===== src/rtl/airi5c_uart_rx.sv =====
// airi5c UART receiver: rx synchroniser, mid-bit sampling FSM,
// receive FIFO, rts flow control and sticky error flags.
module airi5c_uart_fifo #(
  parameter int ADDR_WIDTH = 5,
  parameter int DATA_WIDTH = 9
) (
  input  logic                  clk,
  input  logic                  n_reset,
  input  logic                  clear,
  input  logic                  push,
  input  logic [DATA_WIDTH-1:0] data_in,
  input  logic                  pop,
  output logic [DATA_WIDTH-1:0] data_out,
  output logic [ADDR_WIDTH:0]   size,
  output logic                  empty,
  output logic                  full
);
  localparam int DEPTH = 1 << ADDR_WIDTH;

  logic [DATA_WIDTH-1:0] mem [DEPTH];
  logic [ADDR_WIDTH-1:0] wr_ptr;
  logic [ADDR_WIDTH-1:0] rd_ptr;
  logic                  do_push;
  logic                  do_pop;

  assign empty    = (size == '0);
  assign full     = size[ADDR_WIDTH];
  assign do_pop   = pop && !empty;
  // a pop in the same cycle frees the slot a full-FIFO push needs
  assign do_push  = push && (!full || pop);
  assign data_out = empty ? '0 : mem[rd_ptr];

  always_ff @(posedge clk or negedge n_reset) begin
    if (!n_reset) begin
      wr_ptr <= '0;
      rd_ptr <= '0;
      size   <= '0;
    end else if (clear) begin
      wr_ptr <= '0;
      rd_ptr <= '0;
      size   <= '0;
    end else begin
      if (do_push)
        wr_ptr <= wr_ptr + 1'b1;
      if (do_pop)
        rd_ptr <= rd_ptr + 1'b1;
      size <= size + {{ADDR_WIDTH{1'b0}}, do_push}
                   - {{ADDR_WIDTH{1'b0}}, do_pop};
    end
  end

  always_ff @(posedge clk) begin
    if (do_push && !clear)
      mem[wr_ptr] <= data_in;
  end
endmodule

module airi5c_uart_rx #(
  parameter int STACK_ADDR_WIDTH = 5,
  parameter int RTS_MARGIN       = 2
) (
  input  logic                      clk,
  input  logic                      n_reset,
  input  logic                      clear,
  input  logic                      rx,
  output logic                      rts,
  input  logic [31:0]               ctrl_reg,
  input  logic                      err_clr,
  input  logic                      pop,
  output logic [8:0]                data_out,
  output logic [STACK_ADDR_WIDTH:0] size,
  output logic                      empty,
  output logic                      full,
  output logic                      frame_error,
  output logic                      parity_error,
  output logic                      overflow_error
);
  localparam logic [1:0] PARITY_NONE = 2'b00;
  localparam logic [1:0] PARITY_EVEN = 2'b01;
  localparam logic       FLOW_OFF    = 1'b0;
  localparam logic [STACK_ADDR_WIDTH:0] RTS_LEVEL =
    (STACK_ADDR_WIDTH+1)'((1 << STACK_ADDR_WIDTH) - RTS_MARGIN);

  typedef enum logic [4:0] {
    IDLE   = 5'b00001,
    START  = 5'b00010,
    DATA   = 5'b00100,
    PARITY = 5'b01000,
    STOP   = 5'b10000
  } state_t;

  logic [2:0]  data_bits;
  logic [1:0]  parity;
  logic        flow_ctrl;
  logic [23:0] baud_reg;

  assign data_bits = ctrl_reg[31:29];
  assign parity    = ctrl_reg[28:27];
  assign flow_ctrl = ctrl_reg[24];
  assign baud_reg  = ctrl_reg[23:0];

  state_t      state;
  logic        rx_meta;
  logic        rx_stable;
  logic [24:0] counter;
  logic [3:0]  bit_idx;
  logic [8:0]  data;
  logic        push;
  logic        par_flag;

  logic [24:0] bit_last;
  logic [24:0] half_last;
  logic [3:0]  idx_last;
  logic        bit_hit;
  logic        half_hit;
  logic        par_req;
  logic        stop_hit;
  logic        fe_set;
  logic        pe_set;
  logic        ovf_set;
  logic        flag_clr;

  assign bit_last  = {1'b0, baud_reg} - 25'd1;
  assign half_last = {2'b00, baud_reg[23:1]} - 25'd1;
  assign idx_last  = {1'b0, data_bits} + 4'd4;
  assign bit_hit   = (counter == bit_last);
  assign half_hit  = (counter == half_last);
  assign par_req   = (parity == PARITY_EVEN) ? ^data : ~^data;

  assign stop_hit = (state == STOP) && bit_hit && !clear;
  assign fe_set   = stop_hit && !rx_stable;
  assign pe_set   = stop_hit && par_flag;
  assign ovf_set  = push && full && !pop && !clear;
  assign flag_clr = clear || err_clr;

  always_ff @(posedge clk or negedge n_reset) begin
    if (!n_reset) begin
      rx_meta   <= 1'b1;
      rx_stable <= 1'b1;
    end else begin
      rx_meta   <= rx;
      rx_stable <= rx_meta;
    end
  end

  always_ff @(posedge clk or negedge n_reset) begin
    if (!n_reset) begin
      state    <= IDLE;
      counter  <= '0;
      bit_idx  <= '0;
      data     <= '0;
      push     <= 1'b0;
      par_flag <= 1'b0;
    end else begin
      push <= 1'b0;
      if (clear) begin
        state    <= IDLE;
        counter  <= '0;
        bit_idx  <= '0;
        data     <= '0;
        par_flag <= 1'b0;
      end else begin
        case (state)
          IDLE: begin
            counter  <= 25'd1;
            bit_idx  <= '0;
            data     <= '0;
            par_flag <= 1'b0;
            if (!rx_stable)
              state <= START;
          end
          START: begin
            if (half_hit) begin
              counter <= '0;
              state   <= rx_stable ? IDLE : DATA;
            end else begin
              counter <= counter + 25'd1;
            end
          end
          DATA: begin
            if (bit_hit) begin
              data[bit_idx] <= rx_stable;
              counter       <= '0;
              if (bit_idx == idx_last)
                state <= (parity != PARITY_NONE) ? PARITY : STOP;
              else
                bit_idx <= bit_idx + 4'd1;
            end else begin
              counter <= counter + 25'd1;
            end
          end
          PARITY: begin
            if (bit_hit) begin
              par_flag <= (rx_stable != par_req);
              counter  <= '0;
              state    <= STOP;
            end else begin
              counter <= counter + 25'd1;
            end
          end
          STOP: begin
            // only the first stop bit is checked so back-to-back frames resync
            if (bit_hit) begin
              push    <= 1'b1;
              counter <= '0;
              state   <= IDLE;
            end else begin
              counter <= counter + 25'd1;
            end
          end
          default: begin
            state   <= IDLE;
            counter <= '0;
            bit_idx <= '0;
          end
        endcase
      end
    end
  end

  always_ff @(posedge clk or negedge n_reset) begin
    if (!n_reset) begin
      frame_error    <= 1'b0;
      parity_error   <= 1'b0;
      overflow_error <= 1'b0;
    end else begin
      if (flag_clr) begin
        frame_error    <= 1'b0;
        parity_error   <= 1'b0;
        overflow_error <= 1'b0;
      end
      if (fe_set)
        frame_error <= 1'b1;
      if (pe_set)
        parity_error <= 1'b1;
      if (ovf_set)
        overflow_error <= 1'b1;
    end
  end

  always_ff @(posedge clk or negedge n_reset) begin
    if (!n_reset)
      rts <= 1'b1;
    else
      rts <= (flow_ctrl != FLOW_OFF) && (size >= RTS_LEVEL);
  end

  airi5c_uart_fifo #(
    .ADDR_WIDTH (STACK_ADDR_WIDTH),
    .DATA_WIDTH (9)
  ) fifo (
    .clk      (clk),
    .n_reset  (n_reset),
    .clear    (clear),
    .push     (push),
    .data_in  (data),
    .pop      (pop),
    .data_out (data_out),
    .size     (size),
    .empty    (empty),
    .full     (full)
  );
endmodule


===== config.mk =====
export PLATFORM = sky130hd
export DESIGN_NAME = airi5c_uart_rx
export DESIGN_NICKNAME = d
export VERILOG_FILES = /design/src/rtl/airi5c_uart_rx.sv
export SDC_FILE = /design/constraint.sdc
export NUM_CORES = 1
export LEC_CHECK = 0
export ABC_CLOCK_PERIOD_IN_PS = 4800
export CAP_MARGIN = 20
export CORE_ASPECT_RATIO = 1.4
export CORE_UTILIZATION = 25
export DETAILED_ROUTE_END_ITERATION = 8
export PLACE_DENSITY = 0.37
export SYNTH_ARGS = -nofsm -noshare
export SYNTH_HDL_FRONTEND = slang
export SYNTH_SLANG_ARGS = --single-unit

===== constraint.sdc =====
create_clock -name clk -period 4.8 [get_ports clk]
set_clock_uncertainty 0.15 [all_clocks]
set_input_delay 0.48 -clock clk [delete_from_list [all_inputs] [get_ports clk]]
set_output_delay 0.48 -clock clk [all_outputs]
set_load 0.02 [all_outputs]

==> results of run 1 <==
-- worst max path at each step --
stage | from | endpoint | slack (ns) | cells after the start
3_3_place_gp | ctrl_reg[1] | data[8] | 0.02 | 14
3_5_place_dp | ctrl_reg[1] | data[8] | 0.07 | 14
4_1_cts | fifo.rd_ptr[1] | data_out[6] | 0.61 | 6
2_1_floorplan | ctrl_reg[15] | data[0] | 0.99 | 11
5_1_grt | ctrl_reg[1] | data[8] | 0.29 | 14
6_report | ctrl_reg[1] | data[8] | 0.60 | 14
-- critical path: stages --
cell	delay (ns)
clkdlybuf4s50_1	0.47
inv_1	0.11
ha_1	0.19
nor3b_1	0.62
nand3_1	0.15
a2111oi_0	0.58
buf_4	0.20
o221ai_1	0.14
or4_1	0.59
a2111oi_0	0.39
buf_4	0.18
a21boi_0	0.10
o21ai_0	0.17
o21ai_0	0.10
-- cells in the final DEF, fill, tap and decap left out, drive strengths merged, types with 5 or more instances in the layout --
cell type	instances
ha	22
clkdlybuf4s50	55
clkbuf	52
xnor2	59
o22ai	5
nand2b	8
xor2	52
nand3b	8
or4	10
nand4	13
nor4	14
clkinv	15
a21oi	22
and2	5
nand3	25
or3	8
mux4	90
dfrtp	63
nor2	118
edfxtp	288
nor3	18
buf	60
and3	9
mux2i	15
inv	20
nor2b	10
a32o	9
o21ai	15
nand2	47
-- metal layers --
metal | share of wire, % | GRT usage [%] | up-vias | wire (µm)
met2 | 53 | 23.9 | 190 | 22900
met3 | 3.7 | 1.98 | 64 | 1600
li1 | - | - | 4422 | -
met4 | 2.5 | 4.22 | 2 | 1090
met1 | 41 | 15.8 | 4825 | 17500
met5 | 0.028 | 0 | - | 12
-- report_power, final --
group	internal (mW)	leakage [nW]	switching [mW]
Combinational	0.650	2.23	0.754
Sequential	3.34	3.66	0.106
Clock	1.60	0.568	1.21
Total	5.59	6.45	2.07
-- area by class of cell --
| cell class | instances | area, µm² |
|---|---|---|
| timing repair buffer | 116 | 1080 |
| clock buffer | 52 | 1060 |
| inverter | 19 | 71.3 |
| tap | 847 | 1060 |
| multi-input combinational | 662 | 5860 |
| fill | 6522 | 45800 |
| clock inverter | 18 | 119 |
| sequential | 355 | 10300 |
-- metrics by stage --
stage | area, µm² | setup slack (ns)
2_1_floorplan | 16500 | 0.986
4_1_cts | 19500 | 0.615
5_1_grt | 19600 | 0.286
3_3_place_gp | 18300 | 0.0215
6_report | 19600 | 0.600
3_5_place_dp | 18400 | 0.0678
-- sequential cells by signal, summed over array words and instances (netlist names) --
signal and cells:
fifo.mem 288, counter 25, data 9, fifo.size 6
fifo.rd_ptr 5, fifo.wr_ptr 5, state 5, bit_idx 4
frame_error 1, overflow_error 1, par_flag 1, parity_error 1
push 1, rts 1, rx_meta 1, rx_stable 1
-- cell families after synthesis --
family | share of synthesized area [%]
flip-flops | 62.5
buffers and inverters | 2.10
adder cells (fa/ha/maj) | 1.79
AO/OA/AOI/OAI | 4.46
XOR/XNOR | 5.88
multiplexers | 13.3
AND/OR/NAND/NOR | 10.0
==> Flow_metrics.wiki, run 1 <==
{| class="wikitable"
! Metric !! Value
|-
| Result of the run || finished clean
|-
| Port Buffer Count || 56
|-
| Share of the clock period used by the worst path after layout || 87.5%
|-
| Die width || 219 µm
|-
| Proportion of synthesized chip area in sequential cells || 62.5%
|-
| Worst ir drop on vdd || 0.356 mV
|-
| WL/cell || 20.8 µm
|-
| Total CTS buffers || 39
|-
| Worst-case clock buffer depth || 3
|-
| Worst Path Class, Setup || in2reg
|-
| Nets in the synthesized netlist || 1167
|-
| Signal arrival time at the worst endpoint || 4.47 ns
|-
| CTS H-tree depth || 2
|-
| Power Density || 391 mW/mm²
|-
| Root buffer selected by CTS || clkbuf_16
|-
| Clock-pin slew on the worst setup and hold paths || 0.06 ns
|-
| Synthesis-to-layout area growth || 18.4%
|-
| Pin count of the biggest net entering global routing || 68
|-
| Most common library cells after synthesis || edfxtp_1 (288), nor2_1 (117), mux4_2 (90)
|-
| Syn. warnings || 0
|-
| Tightest slew margin relative to the limit || 34.4%
|-
| Power after layout || 7.66 mW
|-
| Final setup violation count || 0
|-
| Post-route insts no fill || 2069
|-
| Die Height || 306 µm
|-
| Utilization after layout || 29.9%
|-
| Synthesized cell area || 0.0165 mm²
|-
| Dominant cells by area after synthesis || edfxtp_1 (52%), mux4_2 (12%), dfrtp_1 (9.5%), xnor2_1 (3.1%), xor2_1 (2.8%)
|-
| CP Capture Type || flop
|-
| Drt pass-1 iters || 5
|-
| Maximum clock frequency || 0.238 GHz
|-
| Final Max Tran Viols || 0
|-
| Post-Route Setup TNS || 0 ns
|-
| Count of pins on the block boundary || 59
|-
| Count of state elements after synthesis || 355
|-
| Worst-case hold slack || 0.205 ns
|-
| Total congestion overflow || 0
|-
| Worst-case reg-to-reg path depth || 11
|-
| Setup slack of the most critical reg-to-reg path || 1.00 ns
|-
| Buffers inserted by post-CTS timing repair || 0
|-
| Worst-margin pin slew || 0.981 ns
|-
| Remaining antenna violation count || 0
|-
| RR Startpoint || counter[2]
|-
| Final min period || 4.20 ns
|-
| Post-synth EDFFs || 288
|-
| Standby leakage power || 6.45 nW
|-
| Final net count || 1254
|-
| Post-Route WL || 43100 µm
|-
| Highest fanout seen on the critical path || 6
|-
| Number of vias after detailed routing || 9503
|-
| Worst r2r dst || data[8]
|-
| Vias in the first global route || 10000
|-
| Wire length of the first global-routing pass || 65700 µm
|-
| GP Congestion || 0.758
|-
| Number of distinct library cells after synthesis || 72
|-
| CTS tree || built
|-
| Placed cell count || 1996
|-
| Type of element launching the critical path || primary input
|-
| Clock latency at the later pin of the worst-skew pair || 0.54 ns
|-
| Number of core rows || 111
|-
| Top_reg_cell synth || edfxtp_1
|-
| Cell type with the highest aggregate area in the netlist || edfxtp_1
|-
| Max-cap violation count || 0
|-
| Sink Count || 355
|-
| Post-cts resize count || 0
|-
| Number of DRC markers in iteration 0 || 473
|-
| Initial Util || 25.3%
|-
| Worst Hold Launch || rx_meta
|-
| Endpoint of the worst hold path || rx_stable
|-
| Detail Placement HPWL || 30100 µm
|-
| Via density || 4.59
|-
| Unrepaired setup endpoints after global routing || false
|-
| WP data required || 5.07 ns
|-
| Standard cell core area || 0.0654 mm²
|-
| Number of cells produced by synthesis || 1106
|-
| DRC Markers || 0
|-
| Worst hold path cell count || 0
|-
| Number of antenna violations at the first check in global routing || 1
|-
| Final number of hold-violating endpoints || 0
|-
| Most common cell in the synthesized netlist || edfxtp_1
|-
| Global-route total usage across every layer || 13.2%
|-
| Proportion of synthesized flip-flops having asynchronous set or reset || 18.9%
|-
| Floorplan die area || 0.0672 mm²
|-
| Share of post-route cells with drive strength above 1 || 18.1%
|-
| Fraction of post-synthesis cell area in the top cell type by area || 52.3%
|-
| Mean post-synth cell area || 14.9 µm²
|-
| Hold buffer count at cts || 1
|-
| Classification of the worst-slack hold path || reg2reg
|-
| Number of antenna cells inserted || 0
|}
No activity file was read; power rests on OpenSTA's default activity.
==> inputs of run 2 (changes only) <==
--- a/config.mk
+++ b/config.mk
@@ -11,6 +11,8 @@
 export CORE_UTILIZATION = 25
 export DETAILED_ROUTE_END_ITERATION = 8
 export PLACE_DENSITY = 0.37
+export SETUP_SLACK_MARGIN = 0.1
+export SLEW_MARGIN = 15
 export SYNTH_ARGS = -nofsm -noshare
 export SYNTH_HDL_FRONTEND = slang
 export SYNTH_SLANG_ARGS = --single-unit
==> Flow_metrics.wiki, run 2 (synthesis gave the netlist of run 1 again) <==
{| class="wikitable"
! Metric !! Value
|-
| Result of the run || finished clean
|-
| CTS tree || built
|-
| Vias in the first global route || 10000 (unchanged)
|-
| Post-Route Setup TNS || 0 ns (unchanged)
|-
| Buffers inserted by post-CTS timing repair || 0 (unchanged)
|-
| Floorplan die area || 0.0672 mm² (unchanged)
|-
| Final setup violation count || 0 (unchanged)
|-
| Number of DRC markers in iteration 0 || 442 (-6.6%)
|-
| Pin count of the biggest net entering global routing || 68 (unchanged)
|-
| Slowest library cell on the worst path || nor3b_1
|-
| Standard cell core area || 0.0654 mm² (unchanged)
|-
| Number of core rows || 111 (unchanged)
|-
| Share of post-route cells with drive strength above 1 || 18.1% (+0.030 points)
|-
| Int Power || 5.59 mW (about the same)
|-
| Slowest Stage Delay on Critical Path || 0.60 ns (-0.02 ns)
|-
| Final Max Tran Viols || 0 (unchanged)
|-
| Sequence of cells on the critical path || clkdlybuf4s50_1, inv_1, ha_1, nor3b_1, nand3_1, a2111oi_0, buf_4, o221ai_1, or4_1, a2111oi_0, buf_4, a21boi_0, o21ai_0, o21ai_0
|-
| Total congestion overflow || 0 (unchanged)
|-
| Unrepaired setup endpoints after global routing || false
|-
| Count of buffering cells on the critical path with inverters included || 4 (unchanged)
|-
| Sink Count || 355 (unchanged)
|-
| Drt pass-1 iters || 5 (unchanged)
|-
| Gate power share || 18.3% (about the same)
|-
| Utilization after layout || 29.9% (-0.061 points)
|-
| Detail Placement HPWL || 30100 µm (unchanged)
|-
| Worst-margin pin slew || 0.962 ns (-0.0190 ns)
|-
| Tightest slew margin relative to the limit || 35.7% (+1.3 points)
|-
| Hold buffer count at cts || 1 (unchanged)
|-
| Share of the clock period used by the worst path after layout || 87.1% (-0.40 points)
|-
| Final min period || 4.18 ns (-0.0190 ns)
|-
| Final number of hold-violating endpoints || 0 (unchanged)
|-
| Synthesis-to-layout area growth || 18.2%
|-
| Total CTS buffers || 39 (unchanged)
|-
| Flip-flop count of the largest register, all copies and words added || 288 (unchanged)
|-
| WL/cell || 20.9 µm (+0.10%)
|-
| Switching Fraction || 27.1% (+0.042 points)
|-
| Port Buffer Count || 56 (unchanged)
|-
| Power Density || 392 mW/mm² (+0.26%)
|-
| Count of pins on the block boundary || 59 (unchanged)
|-
| Highest-count cells in the layout ignoring fill and taps || edfxtp_1 (288), nor2_1 (117), mux4_2 (90), xnor2_1 (59), dfrtp_1 (59)
|-
| DRC Markers || 0 (unchanged)
|-
| Clock latency at the later pin of the worst-skew pair || 0.54 ns (about the same)
|-
| Final Cell Area || 0.0195 mm² (-0.20%)
|-
| Signal arrival time at the worst endpoint || 4.45 ns (-0.02 ns)
|-
| Die width || 219 µm (unchanged)
|-
| Die Height || 306 µm (unchanged)
|-
| Remaining antenna violation count || 0 (unchanged)
|-
| Max-cap violation count || 0 (unchanged)
|-
| Worst ir drop on vdd || 0.356 mV (about the same)
|-
| Clock-pin slew on the worst setup and hold paths || 0.06 ns (about the same)
|-
| Share of power burned in registers || 45.0% (about the same)
|-
| Register ranked first by flip-flop count || fifo.mem
|-
| Number of antenna cells inserted || 0 (unchanged)
|-
| CTS H-tree depth || 2 (unchanged)
|-
| Type of element launching the critical path || primary input
|-
| Classification of the worst-slack hold path || reg2reg
|-
| Clock share of power || 36.7% (about the same)
|-
| Top flop regs || fifo.mem (288), counter (25), data (9)
|-
| Highest fanout seen on the critical path || 6 (unchanged)
|-
| Number of fill cells || 6526 (+0.061%)
|-
| Number of antenna violations at the first check in global routing || 1 (unchanged)
|-
| Number of vias after detailed routing || 9485 (-0.19%)
|-
| Root buffer selected by CTS || clkbuf_16
|-
| Post-cts resize count || 0 (unchanged)
|-
| WP data required || 5.07 ns (about the same)
|-
| Global-route total usage across every layer || 13.2% (unchanged)
|-
| Final net count || 1252 (-0.16%)
|-
| Crit path max-delay family || compound AO/OA/AOI/OAI gates
|-
| Via density || 4.59 (about the same)
|-
| CP Capture Type || flop
|-
| Initial Util || 25.3% (unchanged)
|-
| Placement Cell Area || 0.0184 mm² (unchanged)
|-
| Wire length of the first global-routing pass || 65700 µm (unchanged)
|-
| GP Congestion || 0.758 (unchanged)
|-
| Worst Path Class, Setup || in2reg
|-
| Switching power of the nets || 2.08 mW (+0.22%)
|-
| Worst-case clock buffer depth || 3 (unchanged)
|-
| Most common cell after layout, fill and taps aside || edfxtp_1
|-
| Post-Route WL || 43100 µm (about the same)
|-
| Maximum clock frequency || 0.239 GHz (+0.45%)
|-
| Standby leakage power || 6.43 nW (-0.34%)
|}
-- run 2: power groups by stage --
stage | sequential [mW] | clock [mW] | combinational [mW]
4_1_cts | 3.45 | 2.93 | 1.45
3_5_place_dp | 3.52 | 0 | 1.44
5_1_grt | 3.46 | 3.03 | 1.54
3_3_place_gp | 3.52 | 0 | 1.44
6_report | 3.45 | 2.82 | 1.40
2_1_floorplan | 3.46 | 0 | 0.931
-- run 2: area by class of cell --
cell class / instances / area [µm²] / share of cell area (%)
flip-flops and latches: 355 / 10300 / 52.9
multi-input cells: 662 / 5860 / 30.0
well taps: 847 / 1060 / 5.42
clock buffers: 52 / 1060 / 5.40
repair buffers: 114 / 1040 / 5.33
clock inverters: 18 / 119 / 0.608
inverters: 19 / 71.3 / 0.365
-- run 2: metrics by stage --
step           setup slack (ns)  cells  hold slack [ns]  power [mW]
6_report                  0.619   2067            0.205        7.67
5_1_grt                   0.285   2067            0.212        8.03
4_1_cts                   0.615   2067            0.206        7.84
3_5_place_dp             0.0678   1996            0.197        4.96
3_3_place_gp             0.0215   1995            0.197        4.96
2_1_floorplan             0.986   1106           0.0344        4.39
-- run 2: path summary, 6_finish.rpt --
kind	startpoint	end	slack, ns	cells past startpoint
min in group asynchronous	n_reset	counter[18]	0.45	2
max in group asynchronous	n_reset	fifo.rd_ptr[1]	3.31	2
max	ctrl_reg[1]	data[8]	0.62	14
min reg2reg	rx_meta	rx_stable	0.21	0
max reg2reg	counter[2]	data[8]	1.01	11
min	rx_meta	rx_stable	0.21	0
-- run 2: layer usage --
| metal | vias to the layer above | wire length [µm] | global-route usage, % |
|---|---|---|---|
| met1 | 4826 | 17700 | 15.8 |
| met5 | - | 12 | 0 |
| li1 | 4415 | - | - |
| met3 | 64 | 1480 | 1.98 |
| met4 | 2 | 1090 | 4.22 |
| met2 | 178 | 22900 | 23.9 |
==> inputs of run 3 (changes only) <==
--- a/config.mk
+++ b/config.mk
@@ -8,6 +8,7 @@
 export ABC_CLOCK_PERIOD_IN_PS = 4800
 export CAP_MARGIN = 20
 export CORE_ASPECT_RATIO = 1.4
+export CORE_MARGIN = 2
 export CORE_UTILIZATION = 25
 export DETAILED_ROUTE_END_ITERATION = 8
 export PLACE_DENSITY = 0.37
==> Flow_metrics.wiki, run 3 (synthesis gave the netlist of run 1 again) <==
{| class="wikitable"
! Metric !! Value
|-
| Sink Count || 355 (unchanged)
|-
| Highest-count cells in the layout ignoring fill and taps || edfxtp_1 (288), nor2_1 (117), mux4_2 (90), xnor2_1 (59), dfrtp_1 (57)
|-
| Result of the run || finished clean
|-
| Post-route insts no fill || 2063 (-0.19%)
|-
| Standard cell core area || 0.0654 mm² (unchanged)
|-
| Most common cell after layout, fill and taps aside || edfxtp_1
|-
| Synthesis-to-layout area growth || 18.6%
|-
| Initial Util || 25.3% (unchanged)
|-
| Via density || 4.55 (-0.76%)
|-
| Wire length of the first global-routing pass || 64500 µm (-1.7%)
|-
| Tightest slew margin relative to the limit || 36.9% (+1.3 points)
|-
| Post-cts resize count || 0 (unchanged)
|-
| Classification of the worst-slack hold path || reg2reg
|-
| Share of the clock period used by the worst path after layout || 89.4% (+2.3 points)
|-
| Type of element launching the critical path || flop
|-
| Clock-pin slew on the worst setup and hold paths || 0.06 ns (about the same)
|-
| Die width || 221 µm (+0.91%)
|-
| Post-Route WL || 42600 µm (-1.3%)
|-
| Buffers inserted by post-CTS timing repair || 0 (unchanged)
|-
| Flip-flop count of the largest register, all copies and words added || 288 (unchanged)
|-
| Min setup slack post-route || 0.507 ns (-0.112 ns)
|-
| Port Buffer Count || 56 (unchanged)
|-
| CP Capture Type || primary output
|-
| Worst-margin pin slew || 0.946 ns (-0.0155 ns)
|-
| Final net count || 1248 (-0.32%)
|-
| CTS tree || built
|-
| Worst Path Class, Setup || reg2out
|-
| Drt pass-1 iters || 4 (-1)
|-
| Number of antenna violations at the first check in global routing || 1 (unchanged)
|-
| Worst ir drop on vdd || 0.260 mV (-27%)
|-
| Power Density || 400 mW/mm² (+2.1%)
|-
| Number of vias after detailed routing || 9395 (-0.95%)
|-
| Worst-case clock buffer depth || 3 (unchanged)
|-
| Pin count of the biggest net entering global routing || 68 (unchanged)
|-
| Detail Placement HPWL || 30400 µm (+0.94%)
|-
| Share of post-route cells with drive strength above 1 || 18.4% (+0.31 points)
|-
| Highest fanout seen on the critical path || 23 (+17)
|-
| Count of pins on the block boundary || 59 (unchanged)
|-
| Vias in the first global route || 10000 (+0.070%)
|-
| Setup WS pre-CTS || 0.0726 ns (+0.00471 ns)
|-
| GP Congestion || 0.775 (+2.2%)
|-
| Unrepaired setup endpoints after global routing || false
|-
| Remaining antenna violation count || 0 (unchanged)
|-
| Top flop regs || fifo.mem (288), counter (25), data (9)
|-
| Total CTS buffers || 39 (unchanged)
|-
| Clock latency at the later pin of the worst-skew pair || 0.54 ns (about the same)
|-
| Global-route total usage across every layer || 12.6% (-0.59 points)
|-
| Total congestion overflow || 0 (unchanged)
|-
| Number of DRC markers in iteration 0 || 406 (-8.1%)
|-
| Standby leakage power || 6.45 nW (+0.30%)
|-
| Final setup violation count || 0 (unchanged)
|-
| Floorplan die area || 0.0682 mm² (+1.6%)
|-
| Placed cell count || 1991 (-0.25%)
|-
| Signal arrival time at the worst endpoint || 3.66 ns (-0.79 ns)
|-
| Post-Route Setup TNS || 0 ns (unchanged)
|-
| Worst-case hold slack || 0.211 ns (+0.00517 ns)
|-
| Max-cap violation count || 0 (unchanged)
|-
| Number of core rows || 111 (unchanged)
|-
| CTS H-tree depth || 2 (unchanged)
|-
| Placement Cell Area || 0.0183 mm² (-0.20%)
|-
| Number of antenna cells inserted || 0 (unchanged)
|-
| Final Max Tran Viols || 0 (unchanged)
|-
| Root buffer selected by CTS || clkbuf_16
|-
| Final min period || 4.29 ns (+0.112 ns)
|-
| Die Height || 308 µm (+0.65%)
|-
| Maximum clock frequency || 0.233 GHz (-2.6%)
|-
| DRC Markers || 0 (unchanged)
|-
| Register ranked first by flip-flop count || fifo.mem
|-
| Final Cell Area || 0.0196 mm² (+0.34%)
|-
| WL/cell || 20.6 µm (-1.1%)
|-
| Utilization after layout || 30.0% (+0.10 points)
|-
| WP data required || 4.17 ns (-0.90 ns)
|-
| Final number of hold-violating endpoints || 0 (unchanged)
|-
| Power after layout || 7.85 mW (+2.4%)
|-
| Number of fill cells || 6505 (-0.32%)
|}
run 3: changes by cell type in the layout (fill, tap and decap cells not counted), moves of 2 or more:
cell and delta:
dfrtp_2 +2, bufinv_16 +4, buf_4 -4, clkinv_1 -4, dfrtp_1 -2
run 3: area by class of cell:
class | instances | area [µm²] | area share (%)
clock buffers | 49 | 1010 | 5.17
clock inverters | 21 | 251 | 1.28
inverters | 19 | 71.3 | 0.364
multi-input cells | 662 | 5860 | 29.9
flip-flops and latches | 355 | 10300 | 52.7
well taps | 847 | 1060 | 5.40
repair buffers | 110 | 1010 | 5.17
run 3: worst max-delay path, stage by stage, from the launching register on:
cell,delay [ns]
dfrtp_4,0.75
buf_4,0.38
mux4_2,0.55
mux4_2,0.52
mux2i_1,0.26
nor2_1,0.07
clkdlybuf4s50_1,0.56
run 3: per-layer routing:
| layer | up-vias | wire length (µm) | GRT usage [%] |
|---|---|---|---|
| met5 | - | 11 | 0 |
| met4 | 2 | 1190 | 4.29 |
| met3 | 59 | 1530 | 2.02 |
| met2 | 164 | 22900 | 23.7 |
| met1 | 4761 | 16900 | 14.4 |
| li1 | 4409 | - | - |
run 3: what timing repair did:
action                                  CTS  global route
endpoints found under the hold margin    63             0
endpoints found under the setup margin    0             0
hold buffers                              1             0
run 3: path summary, 6_finish.rpt:
kind                                  endpoint      startpoint  cells past startpoint  slack, ns
worst max register to register         data[8]      counter[2]                     11       1.04
worst min register to register       rx_stable         rx_meta                      0       0.21
min in group asynchronous          counter[18]         n_reset                      2       0.44
max in group asynchronous       fifo.rd_ptr[1]         n_reset                      2       3.33
worst min-delay path                 rx_stable         rx_meta                      0       0.21
worst max-delay path               data_out[5]  fifo.rd_ptr[0]                      6       0.51
run 3: report_power, final:
group          internal, mW  switching (mW)
Combinational         0.645           0.735
Sequential             3.34           0.124
Clock                  1.77            1.23
